## config.mk

```make
export PLATFORM = sky130hd
export DESIGN_NAME = ram_sync
export DESIGN_NICKNAME = d
export VERILOG_FILES = /design/src/rtl/ram_pkg.sv /design/src/rtl/ram_array.sv /design/src/rtl/ram_sync.sv
export SDC_FILE = /design/constraint.sdc
export NUM_CORES = 1
export LEC_CHECK = 0
export ABC_AREA = 1
export BUFFER_PORTS_ARGS = -buffer_cell sky130_fd_sc_hd__clkbuf_2
export CORE_MARGIN = 2
export CORE_UTILIZATION = 50
export DETAILED_ROUTE_END_ITERATION = 8
export GPL_TIMING_DRIVEN = 0
export PLACE_DENSITY = 0.71
export REMOVE_ABC_BUFFERS = 1
export SYNTH_ARGS = -nofsm -noshare
export SYNTH_HDL_FRONTEND = slang
export SYNTH_HIERARCHICAL = 1
export SYNTH_SLANG_ARGS = --single-unit
```

## constraint.sdc

```tcl
create_clock -name clk -period 4.75 [get_ports clk]
set_input_delay 0.2375 -clock clk [delete_from_list [all_inputs] [get_ports clk]]
set_output_delay 0.2375 -clock clk [all_outputs]
set_load 0.01 [all_outputs]
```

## src/rtl/ram_pkg.sv

```systemverilog
// Shared definitions for the synchronous RAM: clear-sequencer state encoding.
package ram_pkg;

    localparam int unsigned STATE_W = 1;

    typedef enum logic [STATE_W-1:0] {
        ST_IDLE  = 1'b0,
        ST_CLEAR = 1'b1
    } state_t;

endpackage

```

## src/rtl/ram_array.sv

```systemverilog
// Storage for ram_sync: DEPTH x DATA_W registers, clocked write, combinational read.
module ram_array #(
    parameter int unsigned DATA_W = 4,
    parameter int unsigned ADDR_W = 2
) (
    input  logic              clk,
    input  logic              we,
    input  logic [ADDR_W-1:0] waddr,
    input  logic [DATA_W-1:0] wdata,
    input  logic [ADDR_W-1:0] raddr,
    output logic [DATA_W-1:0] rdata
);

    localparam int unsigned DEPTH = 2 ** ADDR_W;

    // No reset on the array; the clear sweep in ram_sync zeroes it.
    logic [DATA_W-1:0] mem [DEPTH];

    always_ff @(posedge clk) begin
        if (we) begin
            mem[waddr] <= wdata;
        end
    end

    assign rdata = mem[raddr];

endmodule

```

## src/rtl/ram_sync.sv

```systemverilog
// Single-port synchronous RAM with registered read, valid pulse and a hardware
// clear sweep that zeroes every word after reset and on clr.
module ram_sync #(
    parameter int unsigned DATA_W = 4,
    parameter int unsigned ADDR_W = 2
) (
    input  logic              clk,
    input  logic              reset_n,
    input  logic              req,
    input  logic              wr,
    input  logic [ADDR_W-1:0] addr,
    input  logic [DATA_W-1:0] in_data,
    input  logic              clr,
    output logic              busy,
    output logic              out_valid,
    output logic [DATA_W-1:0] out_data
);

    import ram_pkg::*;

    localparam int unsigned      DEPTH     = 2 ** ADDR_W;
    localparam logic [ADDR_W-1:0] LAST_ADDR = ADDR_W'(DEPTH - 1);

    state_t            state;
    state_t            state_nxt;
    logic [ADDR_W-1:0] cnt;
    logic [ADDR_W-1:0] cnt_nxt;
    logic              mem_we;
    logic [ADDR_W-1:0] mem_waddr;
    logic [DATA_W-1:0] mem_wdata;
    logic [DATA_W-1:0] mem_rdata;
    logic              rd_fire;

    ram_array #(
        .DATA_W(DATA_W),
        .ADDR_W(ADDR_W)
    ) u_array (
        .clk   (clk),
        .we    (mem_we),
        .waddr (mem_waddr),
        .wdata (mem_wdata),
        .raddr (addr),
        .rdata (mem_rdata)
    );

    always_ff @(posedge clk or negedge reset_n) begin
        if (!reset_n) begin
            state <= ST_CLEAR;
        end else begin
            state <= state_nxt;
        end
    end

    // The sweep owns the write port while clearing; user requests are dropped.
    always_comb begin
        state_nxt = state;
        cnt_nxt   = cnt;
        mem_we    = 1'b0;
        mem_waddr = addr;
        mem_wdata = in_data;
        rd_fire   = 1'b0;
        case (state)
            ST_CLEAR: begin
                mem_we    = 1'b1;
                mem_waddr = cnt;
                mem_wdata = '0;
                if (cnt == LAST_ADDR) begin
                    state_nxt = ST_IDLE;
                    cnt_nxt   = '0;
                end else begin
                    cnt_nxt = cnt + ADDR_W'(1);
                end
            end
            ST_IDLE: begin
                if (clr) begin
                    state_nxt = ST_CLEAR;
                    cnt_nxt   = '0;
                end else if (req) begin
                    if (wr) begin
                        mem_we = 1'b1;
                    end else begin
                        rd_fire = 1'b1;
                    end
                end
            end
            default: begin
                state_nxt = ST_CLEAR;
                cnt_nxt   = '0;
            end
        endcase
    end

    always_ff @(posedge clk or negedge reset_n) begin
        if (!reset_n) begin
            cnt       <= '0;
            out_valid <= 1'b0;
            out_data  <= '0;
        end else begin
            cnt       <= cnt_nxt;
            out_valid <= rd_fire;
            if (rd_fire) begin
                out_data <= mem_rdata;
            end
        end
    end

    assign busy = (state == ST_CLEAR);

endmodule

```

# Yosys cells after proc, flatten, opt, wreduce, memory -nomap -nowiden
# Memories as Yosys holds them, arrays and structs flattened. A register that Yosys moved wholly into a read port is not among the register bits.
# Index checks and enable logic that the tools add are counted.
[classes] bitwise_logic=1 eq_ne=2 mux=18 n_reduce_logical=1 addsub=1
[op_table] cell="1-bit two-way mux" count=11
[op_table] cell="2-bit two-way mux" count=3
[op_table] cell="4-bit two-way mux" count=1
[op_table] cell="1-bit one-hot mux with 2 select lines" count=2
[op_table] cell="2-bit one-hot mux with 2 select lines" count=1
[op_table] cell="2-bit by 1-bit adder with 2-bit output (second input constant)" count=1
[op_table] cell="2-bit == test (second input constant)" count=1
[op_table] cell="2-bit != test (second input constant)" count=1
[op_table] cell="1-bit logical NOT" count=1
[op_table] cell="1-bit inverter" count=1
[word_totals] memories=1 input_bits=11 reg_bits=4 out_inout_bits=6 elab_cells=27 ram_bits=16
[mem_list] name="u_array.mem" words=4 width=4 read_ports=1 rd_clocked_by_memory_dff=1 wr=1 line_no="ram_array.sv:17" text="logic [DATA_W-1:0] mem [DEPTH];"

# Longest topological paths before layout
# Gate-level depths: netlist of the first run.
[logic_depth] ltp_word=6 ltp_mapped=7 mapped_depth_nobuf=6

# By module
# Netlist of the first run, hierarchy kept.
[by_module_without_submodules] mod="ram_array" seq_area_each_um2=480.5 area_each_um2=708.2 n_inst=1 cells_per_inst=70
[by_module_without_submodules] mod="ram_sync" seq_area_each_um2=201.4 area_each_um2=424.2 n_inst=1 cells_per_inst=51

# Worst setup path after synthesis of the first run
# OpenSTA, ideal clock, no wires.
[synth_timing] kind="register -> register" from="register state, in the netlist busy" to="memory u_array.mem[3][0] (enable)" stages_incl_launch_ff=6 n_path_buf=1 t_required_ns=4.389 setup_time_ns=0.361 setup_slack_ns=2.989 synth_period_minus_slack_ns=1.761 arrival_time_ns=1.400 cell_sequence="dfstp_2 buf_6 inv_1 o21ai_1 inv_1 nor3_1"
[synth_between] elab_cells_between_ends=5 classes_between="mux (4); bitwise (1)"
[synth_lines] element="from (decl)" line_no="ram_sync.sv:24" text="state_t state;"
[synth_lines] element="from (signal assigned)" line_no="ram_sync.sv:50" text="state <= state_nxt;"
[synth_lines] element="2-bit two-way mux" line_no="ram_sync.sv:62" text="case (state)"
[synth_lines] element="net mem_waddr[1]" line_no="ram_sync.sv:29" text="logic [ADDR_W-1:0] mem_waddr;"
[synth_lines] element="to (decl)" line_no="ram_array.sv:17"
# The timed path passes the listed nets, and every way through them passes these cells.

# Worst setup path after layout of the first run
[layout_timing] from="register state, in the netlist busy" to="memory u_array.mem[2][3] (enable)"
# The elaborated chain is that of the path after synthesis.

==> impl_results.rst, run 1 <==
.. list-table::
   :header-rows: 1

   * - Metric
     - Value
   * - Global route total overflow
     - 0
   * - Vias per inst
     - 4.77
   * - Worst min-delay path category
     - primary input to flop
   * - Run status
     - complete, no violations
   * - Antenna violations before repair
     - 0
   * - Library cell used as clock root buffer
     - sky130_fd_sc_hd__clkbuf_4
   * - Gpl congestion
     - 0.756
   * - Most frequent cell after synthesis
     - sky130_fd_sc_hd__nand2_1
   * - Final number of max-transition violations
     - 0
   * - Maximum VDD drop
     - 0.317 mV
   * - Synth unique cells
     - 18
   * - Post-Synthesis Mean Instance Area
     - 9.36 µm²
   * - YS warnings
     - 6
   * - Clock transition at path regs
     - 130 ps
   * - Latest clock arrival within the worst-skew pair
     - 310 ps
   * - Least-Margin Pin Slew
     - 702 ps
   * - CP endpoint kind
     - flop
   * - Synth cell count leaders
     - sky130_fd_sc_hd__nand2_1 (35), sky130_fd_sc_hd__inv_1 (22), sky130_fd_sc_hd__edfxtp_1 (16)
   * - Clock tree sinks
     - 24
   * - Final Critical Period
     - 1980 ps
   * - Core footprint
     - 2170 µm²
   * - Crit path max fanout
     - 11
   * - Top cell type by total area after synthesis
     - sky130_fd_sc_hd__edfxtp_1
   * - Arrival time of the worst setup path
     - 1940 ps
   * - Post-route clock skew
     - 4.83 ps
   * - Fraction of registers with async set/reset
     - 33.3%
   * - Final hold viol count
     - 0
   * - Setup repair after global routing missed its margin
     - no
   * - Number of global-route vias before repair
     - 756
   * - Post-layout worst setup margin
     - 2770 ps
   * - Pin count of the biggest net entering global routing
     - 14
   * - Number of instances in the synthesized netlist
     - 121
   * - Die height
     - 51.6 µm
   * - Post-synth EDFFs
     - 16
   * - Period utilisation layout
     - 41.7%
   * - Overall via count from detail_route
     - 801
   * - Proportion of layout cells with a drive suffix above 1
     - 22.9%
   * - Portion of the post-synthesis area used by sequential elements
     - 60.2%
   * - Io pins
     - 17
   * - Post-Place Worst Slack
     - 2790 ps
   * - Number of routed nets with antenna violations
     - 0
   * - Setup fix buffers added after clock tree synthesis
     - 0
   * - Summed negative setup slack over all endpoints
     - 0 ps
   * - Number of placement rows
     - 17
   * - Headroom to the max-slew limit
     - 52.9%
   * - Deepest clock path buffer count
     - 2
   * - Number of buffers created by CTS
     - 3
   * - Number of levels the H-tree was split into
     - 1
   * - Synthesized flop and latch total
     - 24
   * - Antenna diode count
     - 0
   * - Total Routing Usage GR
     - 17.4%
   * - Post-synth design cell area
     - 1130 µm²
   * - Required arrival time at the worst endpoint
     - 4710 ps
   * - Number of buffers added on ports
     - 16
   * - Setup violation total in the final timing report
     - 0
   * - Peak Freq
     - 505 MHz
   * - Routed wire length
     - 1.92 mm
   * - Total power divided by cell area
     - 568 nW/µm²
   * - Initial core utilization
     - 52.2%
   * - Leak Pwr
     - 0.670 nW
   * - Area grow syn2layout
     - 11.4%
   * - First-pass detailed-route iteration total
     - 5
   * - Post-detailed-route DRC marker count
     - 0
   * - Global-route wire length before repair
     - 3.26 mm
   * - CP Class
     - flop to flop
   * - Die footprint
     - 2660 µm²
   * - Horiz. Die Dim
     - 51.6 µm
   * - Placed wire-length estimate after detailed placement
     - 1.47 mm
   * - Nets
     - 153
   * - Critical path startpoint category
     - flop
   * - Ranking of synthesized cells by area
     - sky130_fd_sc_hd__edfxtp_1 (42%), sky130_fd_sc_hd__dfrtp_1 (15%), sky130_fd_sc_hd__nand2_1 (12%)
   * - Post-detailed-route wirelength per cell
     - 11.5 µm
   * - Max-capacitance violation count
     - 0
   * - Clock tree from TritonCTS
     - built
   * - Area share of the largest cell type after synthesis
     - 42.4%
   * - Most used flip-flop cell after synthesis
     - sky130_fd_sc_hd__edfxtp_1
   * - Number of design-rule violations left by the first detailed-router iteration
     - 18
==> state kept, by name (all words and copies together) (netlist names) <==
| signal | count |
|---|---|
| busy | 1 |
| cnt | 2 |
| u_array/mem | 16 |
| out_data | 4 |
| out_valid | 1 |
==> through the flow <==
step / util (%) / cell area [µm²] / hold WS (ps) / power [mW] / std cells
after floorplan: - / 1110 / -58.1 / 0.554 / 119
after global placement: 56.5 / 1220 / 88.6 / 0.620 / 163
after detailed placement: 56.5 / 1220 / 97.4 / 0.632 / 163
after CTS: 58.1 / 1260 / 220 / 0.723 / 168
after global routing: 58.1 / 1260 / 236 / 0.778 / 168
final: 58.1 / 1260 / 228 / 0.716 / 168
==> worst paths after layout <==
check,cells after the start,slack [ps],start,end
worst min register to register,2,490,out_data[0],out_data[0]
worst min-delay path,4,230,wr,out_data[2]
worst max register to register,4,2770,busy,u_array/mem[2][3]
max in group asynchronous,2,4230,reset_n,busy
worst max-delay path,4,2770,busy,u_array/mem[2][3]
min in group asynchronous,2,280,reset_n,out_data[0]
==> power by group <==
part	internal, mW	switching [mW]
Clock	0.0307	0.0605
Combinational	0.0818	0.154
Sequential	0.341	0.0478
Total	0.453	0.263
==> area by class of cell <==
cell class / count / area (µm²)
fill: 210 / 908
sequential: 24 / 682
multi-input combinational: 64 / 309
inverter: 31 / 119
timing repair buffer: 17 / 90.1
tap: 28 / 35.0
clock buffer: 3 / 22.5
clock inverter: 1 / 3.75
==> cell usage in the layout (no fill, tap or decap), types with 2 or more instances in the layout <==
cell / count
sky130_fd_sc_hd__nand2_1: 35
sky130_fd_sc_hd__clkbuf_4: 3
sky130_fd_sc_hd__clkbuf_2: 16
sky130_fd_sc_hd__nor3_1: 4
sky130_fd_sc_hd__edfxtp_1: 16
sky130_fd_sc_hd__inv_1: 22
sky130_fd_sc_hd__dfrtp_1: 7
sky130_fd_sc_hd__nand3_1: 13
sky130_fd_sc_hd__nor2_1: 4
sky130_fd_sc_hd__o21ai_1: 2
sky130_fd_sc_hd__inv_2: 8
==> kinds of logic (layout without fill, tap and decap cells) <==
logic type	count (synthesis)	in the layout	share of synthesized area, %
DFF	24	24	60.2
adders and majority gates	1	1	1.10
buffers and inverters	33	52	12.5
and+or+nand+nor	59	59	24.2
AOI/OAI and AO/OA	4	4	1.99
==> critical path, cell delays in order, from the launching register on <==
cell                      delay, ps
sky130_fd_sc_hd__dfstp_2        710
sky130_fd_sc_hd__inv_1          110
sky130_fd_sc_hd__o21ai_1        230
sky130_fd_sc_hd__inv_1           90
sky130_fd_sc_hd__nor3_1         500
==> layer usage <==
layer,routed length [µm],up-vias,track usage (%)
met2,984,17,29.7
met1,842,372,20.9
met5,0,-,0
li1,-,410,-
met3,88,2,3.74
met4,9,0,7.89
==> timing repair <==
action | 4_1_cts | 5_1_grt
hold buffers | 1 | 0
endpoints found under the hold margin | 8 | 0
gates resized for setup | 0 | 0
Note: power is estimated with default switching activity, not from simulation.
==> run 2: changes to the inputs <==
--- a/config.mk
+++ b/config.mk
@@ -5,13 +5,13 @@
 export SDC_FILE = /design/constraint.sdc
 export NUM_CORES = 1
 export LEC_CHECK = 0
-export ABC_AREA = 1
+export ABC_AREA = 0
 export BUFFER_PORTS_ARGS = -buffer_cell sky130_fd_sc_hd__clkbuf_2
 export CORE_MARGIN = 2
-export CORE_UTILIZATION = 50
+export CORE_UTILIZATION = 48
 export DETAILED_ROUTE_END_ITERATION = 8
 export GPL_TIMING_DRIVEN = 0
-export PLACE_DENSITY = 0.71
+export PLACE_DENSITY = 0.73
 export REMOVE_ABC_BUFFERS = 1
 export SYNTH_ARGS = -nofsm -noshare
 export SYNTH_HDL_FRONTEND = slang
==> constraint.sdc (replaced) <==
create_clock -name clk -period 1.6 [get_ports clk]
set_input_delay 0.08 -clock clk [delete_from_list [all_inputs] [get_ports clk]]
set_output_delay 0.08 -clock clk [all_outputs]
set_load 0.01 [all_outputs]
==> run 2 against run 1 <==
Worst setup slack got worse by 2800 ps. Die area fell by 6.9%. Utilization rose by 2.9 points. Register-to-register slack got worse by 2800 ps. Area after synthesis fell by 11%. Synthesized cell count fell by 56%. Maximum frequency rose by 25%. Non-clock buffer count rose by 3. Total power rose to 2.9 times the previous value. Via count fell by 33%. Largest cell class unchanged. Largest power group unchanged.
==> impl_results.rst, run 2 <==
.. list-table::
   :header-rows: 1

   * - Metric
     - Value
   * - Arrival time of the worst setup path
     - 1580 ps
   * - Number of buffers added on ports
     - 16
   * - Number of routed nets with antenna violations
     - 0
   * - Synthesized flop and latch total
     - 24
   * - Fraction of registers with async set/reset
     - 33.3%
   * - Power share of the combinational group
     - 35.7%
   * - Deepest clock path buffer count
     - 2
   * - Synth unique cells
     - 18
   * - Total power divided by cell area
     - 1750 nW/µm²
   * - Switching Share
     - 30.0%
   * - Horiz. Die Dim
     - 49.8 µm
   * - Post-detailed-route wirelength per cell
     - 14.4 µm
   * - Number of cells on the worst hold path
     - 2
   * - Proportion of layout cells with a drive suffix above 1
     - 43.4%
   * - Post-detailed-route DRC marker count
     - 0
   * - Number of instances in the synthesized netlist
     - 53
   * - Launch point of the worst hold path
     - clr
   * - Crit path max fanout
     - 4
   * - Setup repair after global routing missed its margin
     - yes
   * - Final number of max-transition violations
     - 0
   * - Leak Pwr
     - 0.508 nW
   * - Number of design-rule violations left by the first detailed-router iteration
     - 2
   * - Nets
     - 89
   * - Part of the total power dissipated in sequential elements
     - 51.8%
   * - Post-synth design cell area
     - 1010 µm²
   * - Die footprint
     - 2480 µm²
   * - Post-Synthesis Mean Instance Area
     - 19.0 µm²
   * - Synth cell count leaders
     - sky130_fd_sc_hd__edfxtp_1 (16), sky130_fd_sc_hd__dfrtp_1 (7), sky130_fd_sc_hd__mux2_2 (6)
   * - Ranking of synthesized cells by area
     - sky130_fd_sc_hd__edfxtp_1 (48%), sky130_fd_sc_hd__dfrtp_1 (17%), sky130_fd_sc_hd__mux4_1 (10%)
   * - Required arrival time at the worst endpoint
     - 1600 ps
   * - Clock tree sinks
     - 24
   * - Latest clock arrival within the worst-skew pair
     - 300 ps
   * - Antenna violations before repair
     - 0
   * - Number of levels the H-tree was split into
     - 1
   * - Headroom to the max-slew limit
     - 73.4%
   * - Vias per inst
     - 5.20
   * - Post-layout worst setup margin
     - 11.9 ps
   * - Overall via count from detail_route
     - 536
   * - CP Class
     - flop to flop
   * - First-pass detailed-route iteration total
     - 2
   * - Largest registers
     - u_array/mem x16, out_data x4, cnt x2
   * - Post-Place Cell Area
     - 1110 µm²
   * - Post-Place Worst Slack
     - -498 ps
   * - Number of buffers created by CTS
     - 3
   * - Pin count of the biggest net entering global routing
     - 14
   * - Period utilisation layout
     - 99.3%
   * - Global route total overflow
     - 0
   * - Total Routing Usage GR
     - 14.0%
   * - Max FFs per register
     - 16
   * - Final hold viol count
     - 0
   * - Global-route wire length before repair
     - 2.53 mm
   * - Gpl congestion
     - 0.656
   * - Placed wire-length estimate after detailed placement
     - 1.05 mm
   * - Commonest non-fill, non-tap cells in the layout
     - sky130_fd_sc_hd__clkbuf_2 (16), sky130_fd_sc_hd__edfxtp_1 (16), sky130_fd_sc_hd__dfrtp_1 (7)
   * - YS warnings
     - 6
   * - Worst min-delay path category
     - primary input to flop
   * - Reg-to-reg critical path endpoint
     - u_array/mem[0][0]
   * - Top cell type by total area after synthesis
     - sky130_fd_sc_hd__edfxtp_1
   * - Number of global-route vias before repair
     - 549
   * - Total internal power
     - 1.46 mW
   * - Area grow syn2layout
     - 19.0%
   * - Portion of the post-synthesis area used by sequential elements
     - 67.8%
   * - Post-route clock skew
     - 0.720 ps
   * - Run status
     - complete, no violations
   * - Io pins
     - 17
   * - Peak Freq
     - 630 MHz
   * - Summed negative setup slack over all endpoints
     - 0 ps
   * - Critical path startpoint category
     - flop
   * - CP endpoint kind
     - flop
   * - Setup violation total in the final timing report
     - 0
   * - Number of placement rows
     - 16
   * - Clock tree from TritonCTS
     - built
   * - R2R Setup Slk
     - 10 ps
   * - Core footprint
     - 1960 µm²
   * - Clock transition at path regs
     - 120 ps
   * - Routed wire length
     - 1.48 mm
   * - Least-Margin Pin Slew
     - 397 ps
   * - Post-synth EDFFs
     - 16
   * - Maximum VDD drop
     - 1.18 mV
   * - Power spent charging and discharging nets
     - 0.627 mW
   * - Die height
     - 49.8 µm
   * - Most used flip-flop cell after synthesis
     - sky130_fd_sc_hd__edfxtp_1
   * - Worst r2r src
     - busy
   * - Antenna diode count
     - 0
   * - Final Critical Period
     - 1590 ps
   * - Count of cells along the worst register-to-register path
     - 2
   * - Library cell used as clock root buffer
     - sky130_fd_sc_hd__clkbuf_4
   * - Area share of the largest cell type after synthesis
     - 47.8%
   * - Initial core utilization
     - 51.3%
   * - Most frequent cell after synthesis
     - sky130_fd_sc_hd__edfxtp_1
   * - Post-layout instance area
     - 1200 µm²
   * - Max-capacitance violation count
     - 0
   * - Biggest register
     - u_array/mem
   * - Endpoint of the worst hold path
     - out_valid
   * - Relative contribution of the clock network to total power
     - 12.5%
-- run 2: worst max-delay path by stage --
stage	from	endpoint	slack (ps)	cells after the start
floorplan	busy	u_array/mem[0][0]	-240	2
global placement	busy	u_array/mem[0][1]	-480	2
detailed placement	busy	u_array/mem[0][3]	-500	2
CTS	busy	u_array/mem[2][3]	8	2
global route	busy	u_array/mem[0][1]	-40	3
finish	busy	u_array/mem[0][0]	10	2
-- run 2: timing repair --
action	CTS	global route
endpoints found under the hold margin	9	0
pin swaps	1	0
setup endpoints to repair	16	8
hold buffers	2	0
buffers inserted	2	0
gates resized for setup	5	1
-- run 2: routing by layer --
metal	wire length, µm	up-vias	share of wire [%]	track usage [%]
li1	-	256	-	-
met1	684	265	46	18.5
met2	721	13	49	22.2
met3	68	2	4.6	3.64
met4	8	0	0.54	5.56
met5	0	-	0	0
-- run 2: stage by stage --
step                      instances  hold slack (ps)  total power, mW  utilization (%)
after floorplan                  52             -216             1.53                -
after global placement           95            -64.6             1.71             56.8
after detailed placement         95            -61.8             1.74             56.8
after CTS                       103             27.7             2.11             61.0
after global routing            103             15.6             2.23             61.0
final                           103             35.8             2.09             61.0
-- run 2: layout make-up --
type                            count  area (µm²)
Fill cell                         162         764
Sequential cell                    24         682
Multi-Input combinational cell     27         337
Timing Repair Buffer               20         115
Tap cell                           27        33.8
Clock buffer                        3        22.5
Clock inverter                      1        3.75
Inverter                            1        3.75
-- run 2: power by group through the flow --
stage	logic [mW]	clock network [mW]	registers [mW]
after global placement	0.583	0	1.13
after floorplan	0.391	0	1.14
after global routing	0.822	0.301	1.11
final	0.747	0.261	1.08
after CTS	0.754	0.270	1.08
after detailed placement	0.596	0	1.14
-- run 2: kinds of logic (layout without fill, tap and decap cells) --
family / Yosys count / after routing / share of synthesized area (%)
flip-flops: 24 / 24 / 67.8
AND/OR/NAND/NOR: 12 / 12 / 9.45
multiplexers: 11 / 11 / 18.2
AO/OA/AOI/OAI: 3 / 3 / 2.49
buffers and inverters: 2 / 25 / 0.870
adder cells (fa/ha/maj): 1 / 1 / 1.24
-- run 2: worst max-delay path, cell delays in order, from the launching register on --
cell and delay [ps]:
sky130_fd_sc_hd__dfstp_2 610, sky130_fd_sc_hd__mux2_4 350, sky130_fd_sc_hd__nor3b_4 330
